### config.mk
export PLATFORM = sky130hd
export DESIGN_NAME = mem_arbiter
export DESIGN_NICKNAME = d
export VERILOG_FILES = /design/src/rtl/mem_arb_pkg.sv /design/src/rtl/rr_arb2.sv /design/src/rtl/mem_arbiter.sv
export SDC_FILE = /design/constraint.sdc
export NUM_CORES = 1
export LEC_CHECK = 0
export ABC_AREA = 1
export CORE_ASPECT_RATIO = 1.2
export CORE_MARGIN = 2
export CORE_UTILIZATION = 22
export CTS_CLUSTER_SIZE = 25
export DETAILED_ROUTE_END_ITERATION = 12
export HOLD_SLACK_MARGIN = 0.08
export PLACE_DENSITY = 0.81
export SYNTH_ARGS = -nofsm -noshare
export SYNTH_HDL_FRONTEND = slang
export SYNTH_SLANG_ARGS = --single-unit
### constraint.sdc
create_clock -name clk -period 1.7 [get_ports clk]
set_clock_uncertainty 0.05 [all_clocks]
set_input_delay 0.425 -clock clk [delete_from_list [all_inputs] [get_ports clk]]
set_output_delay 0.425 -clock clk [all_outputs]
set_load 0.01 [all_outputs]
### src/rtl/mem_arb_pkg.sv
// Shared definitions for the fetch/data memory arbiter: default widths, memory
// mode encodings, read-owner enum and the in-flight read tag.
package mem_arb_pkg;

  localparam int ADDR_W_DEF = 5;
  localparam int DATA_W_DEF = 32;
  localparam int RD_LAT_DEF = 2;

  localparam logic MODE_READ  = 1'b1;
  localparam logic MODE_WRITE = 1'b0;

  typedef enum logic {
    OWN_IF = 1'b0,
    OWN_D  = 1'b1
  } owner_t;

  typedef struct packed {
    logic   valid;
    owner_t owner;
  } rd_tag_t;

endpackage

### src/rtl/rr_arb2.sv
// Two-way round-robin arbiter: one-hot grants, combinational in the request
// cycle, with a registered record of which port was granted last.
module rr_arb2
  import mem_arb_pkg::*;
(
  input  logic       clk,
  input  logic       rst_n,
  input  logic [1:0] req,
  output logic [1:0] gnt
);

  owner_t last_q;

  always_comb begin
    gnt = '0;
    if (req == 2'b11) begin
      gnt = (last_q == OWN_D) ? 2'b01 : 2'b10;
    end else begin
      gnt = req;
    end
  end

  // Reset marks the data port as last granted so fetch wins the first conflict.
  always_ff @(posedge clk or negedge rst_n) begin
    if (!rst_n) begin
      last_q <= OWN_D;
    end else if (gnt[0]) begin
      last_q <= OWN_IF;
    end else if (gnt[1]) begin
      last_q <= OWN_D;
    end
  end

endmodule

### src/rtl/mem_arbiter.sv
// Shares one single-port memory between an instruction-fetch port and a
// data port; read responses are routed back via a tag shift register.
module mem_arbiter
  import mem_arb_pkg::*;
#(
  parameter int ADDR_W = ADDR_W_DEF,
  parameter int DATA_W = DATA_W_DEF,
  parameter int RD_LAT = RD_LAT_DEF
) (
  input  logic              clk,
  input  logic              rst_n,
  input  logic              if_req,
  input  logic [ADDR_W-1:0] if_addr,
  output logic              if_gnt,
  output logic              if_rvalid,
  output logic [DATA_W-1:0] if_rdata,
  input  logic              d_req,
  input  logic              d_we,
  input  logic [ADDR_W-1:0] d_addr,
  input  logic [DATA_W-1:0] d_wdata,
  output logic              d_gnt,
  output logic              d_rvalid,
  output logic [DATA_W-1:0] d_rdata,
  output logic [ADDR_W-1:0] mem_addr,
  output logic [DATA_W-1:0] mem_datain,
  output logic              mem_mode,
  input  logic [DATA_W-1:0] mem_data_out
);

  logic [1:0] req;
  logic [1:0] gnt;
  rd_tag_t    push;
  rd_tag_t    head;
  rd_tag_t    tag_q [RD_LAT];

  // Requests are masked in reset so no grant or memory access leaks out.
  assign req = {d_req, if_req} & {2{rst_n}};

  rr_arb2 u_rr_arb2 (
    .clk   (clk),
    .rst_n (rst_n),
    .req   (req),
    .gnt   (gnt)
  );

  always_comb begin
    if_gnt     = gnt[0];
    d_gnt      = gnt[1];
    mem_addr   = '0;
    mem_mode   = MODE_READ;
    mem_datain = '0;
    if (gnt[0]) begin
      mem_addr = if_addr;
    end else if (gnt[1]) begin
      mem_addr = d_addr;
      if (d_we) begin
        mem_mode   = MODE_WRITE;
        mem_datain = d_wdata;
      end
    end
    push.valid = gnt[0] | (gnt[1] & ~d_we);
    push.owner = gnt[1] ? OWN_D : OWN_IF;
  end

  always_ff @(posedge clk or negedge rst_n) begin
    if (!rst_n) begin
      for (int unsigned i = 0; i < RD_LAT; i++) begin
        tag_q[i] <= '0;
      end
    end else begin
      tag_q[0] <= push;
      for (int unsigned i = 1; i < RD_LAT; i++) begin
        tag_q[i] <= tag_q[i-1];
      end
    end
  end

  always_comb begin
    head      = tag_q[RD_LAT-1];
    if_rvalid = head.valid && (head.owner == OWN_IF);
    d_rvalid  = head.valid && (head.owner == OWN_D);
    if_rdata  = if_rvalid ? mem_data_out : '0;
    d_rdata   = d_rvalid ? mem_data_out : '0;
  end

endmodule
==> metrics <==
outcome finished, violations left; failing checks negative setup slack; final period utilization 109%; critical path type flip-flop to primary output; adder and majority gate portion of the synthesized area 0%; Int Power 735 uW; Max-Cap Viols 0; Sw Share 39.1%; gpl congestion 0.845; CP endpoint kind primary output; P_leak 1.84 nW; Critical Path Fanout Max 8; IO Count 185; Slew Limit Fails 0; sw power 471 uW; Worst EP required 1.22 ns; layout cell share with drive strength beyond 1 56.9%; Max stage delay on crit path 0.56 ns; first-pass GRT wire length 9670 um; Synthesized Nets 294; largest family of logic cells by synthesized area simple AND/OR/NAND/NOR gates; row cnt 28; multiplexer share of the synthesized area 0%; Mean Syn Cell Area 5.30 um^2; Sink Count 5; commonest non-fill, non-tap cells in the layout clkdlybuf4s50_1, buf_2, buf_6; router iterations before antenna repair 4; die area 5780 um^2; Simple-Gate Fraction of Synth Area 64.9%; Final WS setup -0.156 ns; crit start category flip-flop; synthesized instance count 215; worst min path class primary input to async pin; number of global-route vias before repair 1,945; final hold vios 0; gr usage total 20.3%; Post-Syn Area 1140 um^2; combinational share of power 69.1%; VDD IR max 0.229 mV; most common cell after layout, fill and taps aside clkdlybuf4s50_1; n_diodes 0; vias per cell 4.31; Netlist cell types 17; measured slew at the worst slew-check pin 0.199 ns; Final min period 1.86 ns; Sequential Power Share 11.8%; Avg WL per Cell 14.4 um; Post-Synth XOR/XNOR Area 0%; #FFs+latches synth 5; Slew headroom 86.7%; initial core utilization 22.9%; largest net degree at the start of global routing 33; pre-CTS setup slack -0.781 ns; FMAX 0.539 GHz; final setup fails 98; Post-DP HPWL 4740 um; DR vias 2,131; TritonCTS Buffers 3; Die Width 69.7 um; worst-path cell chain nand2_4, nand2_8, buf_12, buf_4, nor2_1, buf_2; Final ANT Viol Nets 0; Clock Tree Buf Depth 2; CP arrival 1.38 ns; fin nets 514; grt ovf 0; core box area 4970 um^2; post-synthesis compound-gate area fraction 0.439%; crit path max-delay cell type dfstp_2; IO buf count 184; worst skew pair latency 0.23 ns; # DRC 0; post-synthesis sequential area ratio 11.1%; clock root cell clkbuf_8; Area growth syn-to-layout 212%; Worst-path clk slew 0.04 ns; Die Span Y 82.9 um; DR iter-0 viols 41; H-tree lvl count 1; Post-Route WL 7110 um; initial antenna violation count 0; Cell Pwr Density 340 nW/um^2; CTS tree built; Synth Warn # 0; RSZ-0062 raised after global routing yes; clock power share 19.0%; final core utilization 71.4%
registers in the layout (all words and copies together) (netlist names):
register and flops:
tag_q 2, u_rr_arb2.last_q 1, head 2
per-stage QoR:
stage               cells  instance area, um^2  total power, mW  hold WS, ns  TNS [ns]
detailed placement    463                 3120            0.814        0.293    -51.83
global route          494                 3550             1.27        0.177     -8.86
finish                494                 3550             1.21        0.149     -5.43
CTS                   479                 2910             1.02        0.156     -4.45
global placement      463                 3120            0.804        0.282    -51.40
floorplan             215                 1140            0.398       0.0794         0
timing repair:
action,CTS,global route
gates cloned,3,7
endpoints found under the setup margin,106,78
setup buffers,9,8
endpoints found under the hold margin,0,3
gates resized for setup,446,140
hold buffers,0,1
pin swaps,6,8
cell type report:
cell class	instances	area, um^2
Tap cell	60	75.1
Clock buffer	3	41.3
Sequential cell	5	128
Fill cell	387	1420
Timing Repair Buffer	225	2050
Multi-Input combinational cell	157	1050
Clock inverter	1	5.00
Inverter	40	168
Timing Repair inverter	3	36.3
cells in the mapped netlist:
master    instances  area [um^2]
buf_4             1         7.51
a21oi_1           1         5.00
buf_6             5         56.3
inv_2             1         3.75
nand3_1          11         55.1
nand2_2           2         12.5
nor2_2           21          131
inv_1            38          143
dfstp_2           1         26.3
nand2_4           1         11.3
buf_12            1         20.0
dfrtp_1           4          100
buf_2             6         30.0
clkinv_4          1         8.76
nand2_1          43          161
nor2_4           10          113
nor2_1           68          255
power groups by stage:
stage	logic [mW]	registers (mW)	clock network, mW
finish	0.834	0.143	0.230
global route	0.889	0.144	0.239
CTS	0.645	0.141	0.233
detailed placement	0.672	0.141	0
global placement	0.664	0.141	0
floorplan	0.259	0.139	0
final timing paths:
kind	start	endpoint	slack, ns	depth (start not counted)
worst min-delay path	rst_n	tag_q[3]$_DFF_PN0_	0.15	3
max in group asynchronous	rst_n	head[0]$_DFF_PN0_	0.87	3
worst max-delay path	u_rr_arb2.last_q$_DFFE_PN1P_	mem_datain[0]	-0.16	6
min in group clk	tag_q[2]$_DFF_PN0_	head[0]$_DFF_PN0_	0.30	0
worst min register to register	tag_q[2]$_DFF_PN0_	head[0]$_DFF_PN0_	0.30	0
worst max register to register	u_rr_arb2.last_q$_DFFE_PN1P_	tag_q[3]$_DFF_PN0_	0.51	6
cells by family after synthesis:
family,count (synthesis)
AO/OA/AOI/OAI,1
buffers and inverters,53
flip-flops,5
AND/OR/NAND/NOR,156
worst max-delay path, delay by kind of cell (launching register included):
kind                   cells  cell delay [ns]
flip-flops                 1             0.56
buffers and inverters      3             0.37
AND/OR/NAND/NOR            3             0.22
per-layer routing:
layer | global-route usage [%] | vias up | share of wire, %
met3 | 8.62 | 15 | 11
met2 | 36.6 | 135 | 53
met1 | 21.9 | 936 | 34
met4 | 4.90 | 0 | 2.6
li1 | - | 1045 | -
met5 | 0 | - | 0
Note: power is estimated with default switching activity, not from simulation.
